## config.mk

```make
export PLATFORM = sky130hd
export DESIGN_NAME = mem_bus_arbiter
export DESIGN_NICKNAME = d
export VERILOG_FILES = /design/src/rtl/msp430_mem_pkg.sv /design/src/rtl/mem_arb_prio.sv /design/src/rtl/mem_bus_arbiter.sv
export SDC_FILE = /design/constraint.sdc
export NUM_CORES = 1
export LEC_CHECK = 0
export ABC_AREA = 1
export CORE_MARGIN = 5
export CORE_UTILIZATION = 39
export DETAILED_ROUTE_END_ITERATION = 16
export HOLD_SLACK_MARGIN = 0.15
export PLACE_DENSITY = 0.8
export SYNTH_ARGS = -nofsm -noshare
export SYNTH_HDL_FRONTEND = slang
export SYNTH_SLANG_ARGS = --single-unit
export TNS_END_PERCENT = 20
```

## constraint.sdc

```tcl
create_clock -name clk -period 2.5 [get_ports clk]
set_clock_uncertainty 0.2 [all_clocks]
set_input_delay 0.5 -clock clk [delete_from_list [all_inputs] [get_ports clk]]
set_output_delay 0.5 -clock clk [all_outputs]
set_load 0.01 [all_outputs]
```

## src/rtl/msp430_mem_pkg.sv

```systemverilog
// rtl/msp430_mem_pkg.sv - shared widths, ROM window bounds and owner-state type for the memory arbiter
package msp430_mem_pkg;

    localparam int ADDR_W   = 16;
    localparam int DATA_W   = 16;
    localparam int STREAK_W = 4;

    localparam logic [ADDR_W-1:0] ROM_BOUND_L = 16'hC000;
    localparam logic [ADDR_W-1:0] ROM_BOUND_U = 16'hFFFF;

    typedef enum logic [1:0] {
        IDLE   = 2'd0,
        IF_OWN = 2'd1,
        DM_OWN = 2'd2
    } owner_e;

endpackage

```

## src/rtl/mem_arb_prio.sv

```systemverilog
// rtl/mem_arb_prio.sv - winner select between IF and DM with a bounded DM streak
module mem_arb_prio
    import msp430_mem_pkg::*;
#(
    parameter int MAX_DM_STREAK = 3
) (
    input  logic clk,
    input  logic rst,
    input  logic if_req,
    input  logic dm_req,
    output logic if_win,
    output logic dm_win
);

    logic [STREAK_W-1:0] r_streak;
    logic                w_force_if;

    assign w_force_if = (r_streak == STREAK_W'(MAX_DM_STREAK));
    assign if_win     = if_req & (~dm_req | w_force_if);
    assign dm_win     = dm_req & ~if_win;

    // Streak only counts DM grants that actually made IF wait.
    always_ff @(posedge clk or posedge rst) begin
        if (rst) begin
            r_streak <= '0;
        end else if (~if_req | if_win) begin
            r_streak <= '0;
        end else if (dm_win & ~w_force_if) begin
            r_streak <= r_streak + 1'b1;
        end
    end

endmodule

```

## src/rtl/mem_bus_arbiter.sv

```systemverilog
// rtl/mem_bus_arbiter.sv - shares the 16-bit memory port between instruction fetch and data access
module mem_bus_arbiter
    import msp430_mem_pkg::*;
#(
    parameter logic [ADDR_W-1:0] BOUND_L       = ROM_BOUND_L,
    parameter logic [ADDR_W-1:0] BOUND_U       = ROM_BOUND_U,
    parameter int                MAX_DM_STREAK = 3
) (
    input  logic              clk,
    input  logic              rst,
    input  logic              if_req,
    input  logic [ADDR_W-1:0] if_addr,
    output logic              if_gnt,
    output logic [DATA_W-1:0] if_rdata,
    output logic              if_rvalid,
    input  logic              dm_req,
    input  logic              dm_we,
    input  logic [ADDR_W-1:0] dm_addr,
    input  logic [DATA_W-1:0] dm_wdata,
    output logic              dm_gnt,
    output logic [DATA_W-1:0] dm_rdata,
    output logic              dm_rvalid,
    output logic [ADDR_W-1:0] mem_addr,
    output logic              mem_rom_sel,
    output logic              mem_we,
    output logic [DATA_W-1:0] mem_wdata,
    input  logic [DATA_W-1:0] mem_rdata,
    output logic              err_rom_wr,
    output logic              err_misalign
);

    logic              w_if_win;
    logic              w_dm_win;
    logic              w_grant;
    logic [ADDR_W-1:0] w_sel_addr;
    logic              w_dm_rd;

    owner_e            r_state;
    owner_e            w_state_nxt;
    logic              r_dm_rd;
    logic [ADDR_W-1:0] r_last_addr;
    logic [DATA_W-1:0] r_if_rdata;
    logic [DATA_W-1:0] r_dm_rdata;
    logic              r_err_rom_wr;
    logic              r_err_misalign;

    mem_arb_prio #(
        .MAX_DM_STREAK(MAX_DM_STREAK)
    ) u_prio (
        .clk    (clk),
        .rst    (rst),
        .if_req (if_req),
        .dm_req (dm_req),
        .if_win (w_if_win),
        .dm_win (w_dm_win)
    );

    assign if_gnt  = w_if_win;
    assign dm_gnt  = w_dm_win;
    assign w_grant = w_if_win | w_dm_win;
    assign w_dm_rd = w_dm_win & ~dm_we;

    // With no grant the port keeps presenting the last granted address.
    assign w_sel_addr  = w_if_win ? if_addr : (w_dm_win ? dm_addr : r_last_addr);
    assign mem_addr    = {w_sel_addr[ADDR_W-1:1], 1'b0};
    assign mem_rom_sel = (mem_addr >= BOUND_L) && ({1'b0, mem_addr} <= {1'b0, BOUND_U});
    assign mem_we      = w_dm_win & dm_we & ~mem_rom_sel;
    assign mem_wdata   = dm_wdata;

    always_ff @(posedge clk or posedge rst) begin
        if (rst) begin
            r_state <= IDLE;
        end else begin
            r_state <= w_state_nxt;
        end
    end

    always_comb begin
        w_state_nxt = IDLE;
        if (w_if_win) begin
            w_state_nxt = IF_OWN;
        end else if (w_dm_win) begin
            w_state_nxt = DM_OWN;
        end
    end

    // The owner state names who was granted last cycle, so it doubles as the response-valid source.
    always_comb begin
        if_rvalid = 1'b0;
        dm_rvalid = 1'b0;
        case (r_state)
            IF_OWN:  if_rvalid = 1'b1;
            DM_OWN:  dm_rvalid = r_dm_rd;
            default: ;
        endcase
    end

    always_ff @(posedge clk or posedge rst) begin
        if (rst) begin
            r_dm_rd        <= 1'b0;
            r_last_addr    <= '0;
            r_if_rdata     <= '0;
            r_dm_rdata     <= '0;
            r_err_rom_wr   <= 1'b0;
            r_err_misalign <= 1'b0;
        end else begin
            r_dm_rd        <= w_dm_rd;
            r_err_rom_wr   <= w_dm_win & dm_we & mem_rom_sel;
            r_err_misalign <= w_grant & w_sel_addr[0];
            if (w_grant) begin
                r_last_addr <= mem_addr;
            end
            if (w_if_win) begin
                r_if_rdata <= mem_rdata;
            end
            if (w_dm_rd) begin
                r_dm_rdata <= mem_rdata;
            end
        end
    end

    assign if_rdata     = r_if_rdata;
    assign dm_rdata     = r_dm_rdata;
    assign err_rom_wr   = r_err_rom_wr;
    assign err_misalign = r_err_misalign;

endmodule

```

-- Yosys cells after proc, flatten, opt, wreduce, memory -nomap -nowiden
Cells that the tools add are included.
- flip-flop bits (word level): 56
- latch bits: 0
- memories kept: 0
- ROM bits: 0
- RAM bits: 0
- logic and storage cells: 39
- bits of input ports: 69
- output and inout port bits: 72
- reduce and logical (&&, ||, !) cells: 1
- order comparisons: 1
- shift-type cells: 0
- bitwise gates (word level): 17
- divide/modulo/power cells: 0
- add/subtract/negate cells: 1
- multiplexer cells: 8
- equality and inequality tests: 3
- multipliers: 0
- operator list (operator ; number):
    16-bit two-way mux ; 2
    16-bit >= comparator (second input constant) ; 1
    1-bit AND ; 8
    4-bit two-way mux ; 2
    1-bit NOT ; 6
    4-bit by 1-bit adder with 4-bit output (second input constant) ; 1
    4-bit by 2-bit == test with 1-bit output (second input constant) ; 1
    2-bit two-way mux ; 2
    1-bit bitwise OR ; 3
    2-bit by 1-bit == test with 1-bit output (second input constant) ; 1
    2-bit == test (second input constant) ; 1
    1-bit two-way mux ; 2
    2-bit nonzero test ; 1

-- Depth between registers and ports, before layout
- depth in word-level cells: 10
- mapped depth: 10
- depth with buffers taken out: 9

-- By module
A second synthesis with hierarchy kept.
- cells, all modules: 291
- area, all modules: 2451.1 µm²
- by module, submodules not included (module ; area each (µm²) ; times used ; cells each ; sequential area each (µm²)):
    mem_bus_arbiter ; 2244.7 ; 1 ; 268 ; 1301.2
    mem_arb_prio ; 206.4 ; 1 ; 23 ; 100.1

-- Worst setup path before layout
No wires, ideal clock.
- kind: in2out
- start: input port dm_req
- end: output port mem_we
- required time: 1800 ps
- path buffers: 2
- arrival time: 1337 ps
- slack: 463 ps
- stages on the path: 7
- cells stage by stage: buf_4 > nand2_4 > nand2_8 > buf_8 > nand2_2 > nand2_2 > a21oi_1
- cells in the longest elaborated chain, start to end: 10
- elaborated cells between the ends (all ways): 11
- those cells by class: 1 x order compare; 2 x mux; 8 x bitwise
- RTL lines (what ; RTL line ; text):
    start: declaration ; mem_bus_arbiter.sv:16 ; input logic dm_req,
    1-bit NOT ; mem_arb_prio.sv:19 ; assign if_win = if_req & (~dm_req | w_force_if);
    1-bit bitwise OR ; mem_arb_prio.sv:19 ;
    1-bit AND ; mem_arb_prio.sv:19 ;
    1-bit NOT ; mem_arb_prio.sv:20 ; assign dm_win = dm_req & ~if_win;
    1-bit AND ; mem_arb_prio.sv:20 ;
    16-bit two-way mux ; mem_bus_arbiter.sv:64 ; assign w_sel_addr = w_if_win ? if_addr : (w_dm_win ? dm_addr : r_last_addr);
    16-bit two-way mux * ; mem_bus_arbiter.sv:64 ;
    via mem_addr[14] ; mem_bus_arbiter.sv:23 ; output logic [ADDR_W-1:0] mem_addr,
    16-bit >= comparator * ; mem_bus_arbiter.sv:66 ; assign mem_rom_sel = (mem_addr >= BOUND_L) && ({1'b0, mem_addr} <= {1'b0, BOUND_U});
    1-bit NOT * ; mem_bus_arbiter.sv:67 ; assign mem_we = w_dm_win & dm_we & ~mem_rom_sel;
    1-bit AND * ; mem_bus_arbiter.sv:67 ;
    end: declaration ; mem_bus_arbiter.sv:25 ; output logic mem_we,
Mark *: on every way through the listed nets, which the timed path passes. The rest lies on a longest branch.

-- Final worst setup path
- start: register u_prio.r_streak[1]
- end: output port mem_addr[6]
- cells in the longest elaborated chain, start to end: 7
- RTL lines (what ; RTL line ; text):
    start: declaration ; mem_arb_prio.sv:15 ; logic [STREAK_W-1:0] r_streak;
    start signal: assignment ; mem_arb_prio.sv:29 ; r_streak <= r_streak + 1'b1;
    4-bit by 2-bit == test with 1-bit output * ; mem_arb_prio.sv:18 ; assign w_force_if = (r_streak == STREAK_W'(MAX_DM_STREAK));
    1-bit bitwise OR * ; mem_arb_prio.sv:19 ;
    1-bit AND * ; mem_arb_prio.sv:19 ;
    1-bit NOT ; mem_arb_prio.sv:20 ;
    1-bit AND ; mem_arb_prio.sv:20 ;
    16-bit two-way mux ; mem_bus_arbiter.sv:64 ;
    16-bit two-way mux * ; mem_bus_arbiter.sv:64 ;
    end: declaration ; mem_bus_arbiter.sv:23 ;
Mark *: on every way between the ends. The rest lies on a longest branch, timed or not.

==> impl_summary.md <==
Global route
The maximum number of pins on one net before global-route repair is 57. The remaining global-route overflow is 0. The number of global-route vias before repair came to 2396.

The first global-routing pass estimated 11.6 mm of wire. Global routing used 16.7% of the available tracks across all layers. The number of antenna violations at the first check in global routing came to 0.

STA
The highest clock frequency the design can meet is 407 MHz. The number of failing setup endpoints in the final timing report is 0. The worst path in the final design needs a cycle of 2460 ps, including I/O delays and setup. The worst path setup slack after routing is 43.5 ps. The final-report max-slew violation count is 0. On the final layout, the worst hold slack is 278 ps.

Setup repair after global routing could not meet its margin everywhere. The fraction of the cycle the final worst path needs is 98.3%. The count of endpoints failing hold in the final timing report came to 0.

Die
The floorplan has 29 rows. The die covers 8430 um2. The vertical extent of the die is 91.8 um. The core area is 6420 um2.

The count of boundary I/O pins is 141. The die is 91.8 um wide. The starting utilization of the core area is 40.6%.

Cells and area
Relative to the synthesized area, the layout overhead comes to 48.8%. The post-route netlist has 17.3% of its cells at a drive strength greater than 1. The net count of the finished layout is 485.

Once layout is complete, the cells apart from fillers number 493. The top cell types in the final layout, fill and taps aside, are nand2_1, clkdlybuf4s50_1, dfrtp_1. The final design utilization is 60.5%. The number of inserted diodes is 0.

The most common cell after layout, fill and taps aside is nand2_1.

Status
The flow ran to the end, and the final reports show no timing, DRC or antenna violations.

Yosys
The mean area per synthesized cell is 8.82 um2. Summing the sequential cell areas from Yosys gives 53.7% of the chip area. In this run, distinct cell masters in the synthesized netlist total 23.

The largest total area in the synthesized netlist belongs to dfrtp_1. For this run, the number of Yosys warnings is 0. Of the post-synthesis cell area, the dominant cell type holds 53.7%.

The cell count after synthesis is 296. The number of nets in the synthesized netlist is 366. The area of the mapped netlist is 2610 um2. The synthesis-stage register bit count is 56. By area the synthesized netlist is led by dfrtp_1, nand2_1, a31oi_1.

Detailed routing
After detailed routing, the average wire length per cell comes to 14.0 um. Using the TritonRoute via totals, the vias-per-cell ratio works out to 4.82. The final antenna-violating net count is 0. For this block, the routed nets add up to 6.90 mm of wire. The first-pass detailed-route iteration total is 5. In the routed design, unresolved DRC markers number 0.

The number of DRC violations after detailed-routing iteration 0 is 127. The routed via count is 2374.

Pwr
Summed over all cells, the static leakage comes to 1.94 nW. The worst-case IR drop observed on VDD is 0.000334 V. The power per unit of standard cell area is 561 nW/um2. After layout, the design draws a total of 0.00218 W.

Placed design
At the end of routability-driven placement, the weighted congestion stood at 0.734. The cell count after placement is 484. The count of buffers from port buffering is 107. The setup slack after placement is -486 ps. After legalization and detailed placement, the total HPWL measured 5.10 mm.

Setup path
For this run, the slowest stage of the critical path takes 370 ps. In this run the worst path has a maximum fanout of 13. The kind of capture point of the worst setup path is an output pin. The data required time at the worst endpoint is 1800 ps. The start-to-end type of the worst setup path is flop to output pin. The critical path goes through ha_2 > nand2_2 > nand2_4 > nand2_8 > bufbuf_16 > a31oi_2 > buf_2. Among all stages on the critical path, the largest delay is contributed by dfrtp_1. Data on the critical path arrives at its endpoint at 1760 ps. STA classifies the critical path startpoint as a flop.

Clock network
TritonCTS built the clock tree. The H-tree was split into 2 levels. In this run the deepest clock path goes through 2 buffers. The clock reaches the later pin of the worst-skew pair after 300 ps. The number of hold buffers added after CTS was 0.

For this design, the sink count on the clock tree is 56. The cell chosen for the clock root is clkbuf_8. The TritonCTS buffer count is 5. The clock-pin transition on the worst setup and hold timing paths is 100 ps. Post-CTS timing repair inserted 0 buffers for setup.

Hold path
The class of the tightest hold or removal check is flop to flop.

Job
Max-cap violations in this run came to 0.
## critical path, delay by kind of cell, from the launching register on
family	cells	cell delay, ps
AOI/OAI and AO/OA	1	160
adders and majority gates	1	190
buffers and inverters	2	470
DFF	1	370
and+or+nand+nor	3	280
## cells in the mapped netlist, drive strengths merged
cell type and n:
xnor2 1, a21oi 1, inv 9, dfrtp 56, buf 28, conb 1, xor2 1, nand3 4
nand2 145, clkbuf 1, ha 1, a31oi 26, nor2 22
## area by class of cell
class                   instances  area (um2)
repair buffers                141        1310
inverters                       9        38.8
multi-input cells             202         942
flip-flops and latches         56        1400
clock buffers                   5        68.8
clock inverters                 3        27.5
well taps                      77        96.3
fillers                       554        2540
## final timing paths
kind                                                  endpoint                           start  slack (ps)  depth (start not counted)
worst max-delay path                               mem_addr[6]  u_prio.r_streak[1]$_DFFE_PP0P_          40                          7
worst min-delay path                  dm_rdata[14]$_DFFE_PP0P_        dm_rdata[14]$_DFFE_PP0P_         280                          2
worst max register to register         dm_rdata[7]$_DFFE_PP0P_  u_prio.r_streak[0]$_DFFE_PP0P_         730                          9
worst min register to register        dm_rdata[14]$_DFFE_PP0P_        dm_rdata[14]$_DFFE_PP0P_         280                          2
max in group asynchronous       u_prio.r_streak[2]$_DFFE_PP0P_                             rst        1490                          3
min in group asynchronous              dm_rdata[4]$_DFFE_PP0P_                             rst         360                          3
## timing repair
item                                    CTS  global route
gates cloned                              1             0
endpoints found under the setup margin   19            14
gates resized for setup                  50            14
## report_power, final
| part | internal (W) | leakage [nW] | total [W] | switching [W] |
|---|---|---|---|---|
| registers | 0.00101 | 0.692 | 0.00106 | 0.0000516 |
| clock network | 0.000206 | 0.0463 | 0.000504 | 0.000298 |
| logic | 0.000335 | 1.20 | 0.000616 | 0.000281 |
| total | 0.00155 | 1.94 | 0.00218 | 0.000631 |
## kinds of logic (layout without fill, tap and decap cells)
kind of cell	count (synthesis)	in the layout	share of synthesized area, %
AOI/OAI and AO/OA	27	27	6.42
xor gates and xnor gates	2	2	0.671
and+or+nand+nor	171	171	27.9
other	1	1	0.144
DFF	56	56	53.7
buffers and inverters	38	158	10.6
adders and majority gates	1	1	0.479
## state kept, by name, summed over array words and instances (netlist names)
| signal | flops |
|---|---|
| r_state | 2 |
| r_dm_rd | 1 |
| dm_rdata | 16 |
| if_rdata | 16 |
| err_rom_wr | 1 |
| u_prio.r_streak | 4 |
| err_misalign | 1 |
| r_last_addr | 15 |
## routing by layer
layer  vias up  GRT usage [%]  wire, um
met5         -              0         0
met4         0           6.06       170
met3        20           3.52       404
met2        92           28.8      3450
met1      1100           20.8      2880
li1       1162              -         -
## metrics by stage
stage	area, um2	TNS (ps)
6_report	3880	0
5_1_grt	3880	-206
4_1_cts	3900	-131
3_5_place_dp	3810	-7940
3_3_place_gp	3810	-7260
2_1_floorplan	2610	0
Power figures use the tool's default switching activity.
==> edit 1: new RTL, same settings <==
Reset style: synchronous (`rst`), changed in 3 clocked blocks.
--- a/src/rtl/mem_arb_prio.sv
+++ b/src/rtl/mem_arb_prio.sv
@@ -22,3 +22,3 @@
     // Streak only counts DM grants that actually made IF wait.
-    always_ff @(posedge clk or posedge rst) begin
+    always_ff @(posedge clk) begin
         if (rst) begin
--- a/src/rtl/mem_bus_arbiter.sv
+++ b/src/rtl/mem_bus_arbiter.sv
@@ -69,3 +69,3 @@
 
-    always_ff @(posedge clk or posedge rst) begin
+    always_ff @(posedge clk) begin
         if (rst) begin
@@ -97,3 +97,3 @@
 
-    always_ff @(posedge clk or posedge rst) begin
+    always_ff @(posedge clk) begin
         if (rst) begin
Check against the original RTL: differs if rst is asserted again (counterexample within 4 cycles, from zero or initial values and one cycle with rst high); with rst held inactive, the same outputs for 10 cycles.
==> edit 1 against the original RTL <==
Final cell count rose by 13%. Synthesized area rose by 2.9%. Die area rose by 2.6%. Wire length up 6.8%. Total power shrank 11%. Critical endpoint is now mem_addr[4]. Core utilization decreased by 0.29 points. Sequential cell count unchanged. Setup slack worse by 0.038 ns. Final area is 4.7% higher.
==> edit 1: results <==
set metrics [dict create \
    status "finished, final reports clean" \
    grt_usage_pct 16.6 \
    ys_top_cells_by_area "dfxtp_1, nand2_1, nor2_1" \
    multi_input_area_share_pct 29.8 \
    r2r_end "dm_rdata[4]" \
    synthCells 349 \
    use_met3_pct 4.99 \
    reg2reg_from "u_prio.r_streak[0]" \
    grt_pass1_vias 2528 \
    worstRegToRegCells 8 \
    fillCellCount 572 \
    avgSynthCellArea_sq_um 7.69 \
    synthToLayoutAreaGrowth_pct 51.5 \
    nFlopsAndLatches 56 \
    post_dp_cell_area_sq_um 3880 \
    buffers_excl_clock 153 \
    cp_max_fo 9 \
    ys.warnings.count 0 \
    clockRootBuffer "clkbuf_8" \
    vdd_drop_max_mv 0.318 \
    nets 545 \
    syn_nets 419 \
    globalplace.congestion 0.769 \
    drt_pass1_iterations 4 \
    drtIter0Drc 72 \
    cts_made_buffers 5 \
    grt_pass1_wl_microns 11700 \
    hp-start "u_prio.r_streak[0]" \
    clk_share_pct 1.91 \
    cp.arrival_ns 1.79 \
    critPathSlowestCell "dfxtp_4" \
    multi_input_cells 222 \
    worst_hold_slack_ns 0.250 \
    async_flop_share_pct 0 \
    via_count 2534 \
    clkbuf_count 6 \
    synth_ff_type "dfxtp_1" \
    nNonClkInverters 37 \
    switching_share_pct 27.4 \
    dp_slack_ns -0.520 \
    final_cells 555 \
    final_layout_size_suffix_gt1_share_pct 25.3 \
    clock.fmax_ghz 0.401 \
    ff2ff_setup_slack_ns 0.81 \
    grt_start_max_net_pins 21 \
    synthTopCellsByCount "nand2_1, nor2_1, dfxtp_1" \
    buf_share_pct 34.8 \
    place_inst 535 \
    dp_hpwl_microns 5440 \
    min_path_cells 1 \
    wl_per_cell_microns 13.3 \
    setup.worst_path.end "mem_addr[4]" \
    seq_share_pct 27.7 \
    ys_seq_area_share_pct 41.8 \
    use_met1_pct 19.4 \
    synth_cell_types 29 \
    holdPathEnd "u_prio.r_streak[0]" \
]
-- edit 1: changes by cell type in the layout (fill, tap and decap cells not counted), sizes merged, moves of 2 or more --
cell	change
dfrtp	-56
buf	+9
nand2	-68
dfxtp	+56
clkbuf	+2
inv	+27
a21oi	+3
nor2	+50
nand3	+36
o21ai	+22
a31oi	-25
dlygate4sd2	+3
-- edit 1: cell families (layout without fill, tap and decap cells) --
group	after synthesis	after routing	synth area share [%]
AO/OA/AOI/OAI	27	27	8.71
buffers and inverters	71	197	15.0
flip-flops	56	56	41.8
other	1	1	0.140
XOR/XNOR	2	2	0.652
adder cells (fa/ha/maj)	1	1	0.466
AND/OR/NAND/NOR	191	191	33.3
-- edit 1: power groups by stage --
stage               clock, W  sequential, W  combinational (W)
finish              0.000464       0.000968           0.000520
global route        0.000522       0.000974           0.000568
CTS                 0.000480       0.000968           0.000514
detailed placement         0       0.000988           0.000516
global placement           0       0.000987           0.000507
floorplan                  0       0.000999           0.000241
-- edit 1: repair_timing --
item / in CTS / in global routing
buffers inserted: 5 / 7
pin swaps: 1 / 3
resized for setup: 46 / 19
endpoints found under the setup margin: 19 / 12
cloned: 1 / 0
-- edit 1: per-layer routing --
metal / share of wire (%) / vias to the layer above
met5: 0 / -
met2: 50 / 86
met3: 6.4 / 14
met4: 1.7 / 0
met1: 42 / 1128
li1: - / 1306
-- edit 1: worst register-to-register path, stage by stage (launching register included) --
cell and delay (ns):
dfxtp_4 0.37, ha_4 0.17, buf_4 0.14, a31oi_4 0.19, buf_4 0.14, buf_4 0.17
nand3_1 0.09, nand2_1 0.09, nor2_1 0.04
==> edit 2: new RTL, config.mk and constraints unchanged <==
Made on the original files. `DATA_W`: 16 -> 24.
--- a/src/rtl/msp430_mem_pkg.sv
+++ b/src/rtl/msp430_mem_pkg.sv
@@ -4,3 +4,3 @@
     localparam int ADDR_W   = 16;
-    localparam int DATA_W   = 16;
+    localparam int DATA_W   = 24;
     localparam int STREAK_W = 4;
Ports: changed (5 resized); port bits go from 141 to 181. The function was not compared with the original's and may differ.
==> edit 2 against the original RTL <==
Final area up 32%. Setup slack worse by 0.0063 ns. Total power up 41%. Sequential share of layout area down 0.81 points. Synthesized area up 24%. Wire length up 28%. Sequential cell count up 16. Critical endpoint unchanged. Largest cell class unchanged.
==> edit 2: results <==
set metrics [dict create \
    drt_pass1_iterations 4 \
    ys_seq_area_share_pct 55.5 \
    gr-usage-met2_pct 30.4 \
    wl_microns 8870 \
    critPathSlowestCell "dfrtp_1" \
    nets 597 \
    synth_cell_types 25 \
    globalplace.congestion 0.758 \
    syn_nets 439 \
    fillCellCount 678 \
    status "finished, final reports clean" \
    leakagePower_nw 2.46 \
    cp_max_fo 7 \
    via_count 2931 \
    vdd_drop_max_mv 0.363 \
    cts.clk_slew.worst_paths_ns 0.08 \
    final_layout_size_suffix_gt1_share_pct 24.0 \
    io_buffers 131 \
    grt_pass1_vias 3044 \
    ys_top_cells_by_area "dfrtp_1, nand2_1, buf_4" \
    post_dp_cell_area_sq_um 4800 \
    async_flop_share_pct 100 \
    h-tree-depth 3 \
    power_switching_w 0.000863 \
    synthXorXnorAreaFrac_pct 0.539 \
    use_met1_pct 20.8 \
    synthTopCellsByCount "nand2_1, dfrtp_1, a31oi_1" \
    synth_compound_area_share_pct 12.8 \
    clkLatencyLatePin_ns 0.33 \
    max_stage_delay_ns 0.39 \
    synthAdderAreaFrac_pct 0.385 \
    grt_usage_pct 17.4 \
    use_met3_pct 4.13 \
    worstRegToRegCells 7 \
    dp_slack_ns -0.455 \
    cts_made_buffers 9 \
    dp_hpwl_microns 6420 \
    grt_start_max_net_pins 73 \
    grt_pass1_wl_microns 14300 \
    synth_ff_type "dfrtp_1" \
    drtIter0Drc 110 \
]
## edit 2: final timing paths
check / slack [ns] / from / endpoint
max: 0.04 / u_prio.r_streak[0] / mem_addr[6]
min: 0.29 / if_rdata[18] / if_rdata[18]
max reg2reg: 0.72 / u_prio.r_streak[0] / r_last_addr[7]
min reg2reg: 0.29 / if_rdata[18] / if_rdata[18]
max in group asynchronous: 1.38 / rst / u_prio.r_streak[0]
min in group asynchronous: 0.42 / rst / if_rdata[17]
## edit 2: power by group through the flow
stage	clock network (W)	logic, W	registers [W]
after global placement	0	0.000764	0.00138
after floorplan	0	0.000298	0.00142
after global routing	0.00101	0.000859	0.00137
after CTS	0.000951	0.000778	0.00136
final	0.000920	0.000786	0.00136
after detailed placement	0	0.000784	0.00138
## edit 2: repair_timing
| item | in CTS | in global routing |
|---|---|---|
| gates resized for setup | 71 | 26 |
| pin swaps | 2 | 6 |
| gates cloned | 2 | 0 |
| hold buffers | 0 | 0 |
| buffers inserted | 1 | 5 |
| endpoints found under the setup margin | 19 | 19 |
## edit 2: per-layer routing
metal / vias to the layer above / wire length, microns
met5: - / 0
met4: 0 / 145
met3: 16 / 599
met2: 114 / 4550
met1: 1365 / 3570
li1: 1436 / -
## edit 2: through the flow
step | cells | hold WS, ns | util (%)
5_1_grt | 621 | 0.309 | 62.5
4_1_cts | 616 | 0.289 | 61.5
2_1_floorplan | 353 | 0.232 | -
6_report | 621 | 0.286 | 62.5
3_5_place_dp | 597 | 0.269 | 58.7
3_3_place_gp | 597 | 0.265 | 58.7
## edit 2: final cells by class
cell class              instances  share of cell area, %
flip-flops and latches         72                   35.3
repair buffers                188                   34.8
multi-input cells             214                   21.4
well taps                     105                   2.57
clock buffers                   9                   2.42
inverters                      26                   2.03
clock inverters                 7                   1.54
## edit 2: worst max-delay path, delay by kind of cell (launching register included)
family | cells | cell delay (ns)
buffers and inverters | 3 | 0.39
DFF | 1 | 0.39
AOI/OAI and AO/OA | 1 | 0.13
adders and majority gates | 1 | 0.20
and+or+nand+nor | 4 | 0.33
## edit 2: cells by family (layout without fill, tap and decap cells)
kind of cell               Yosys count  in the layout
DFF                                 72             72
adders and majority gates            1              1
and+or+nand+nor                    145            145
buffers and inverters               67            230
xor gates and xnor gates             2              2
other                                1              1
AOI/OAI and AO/OA                   65             65
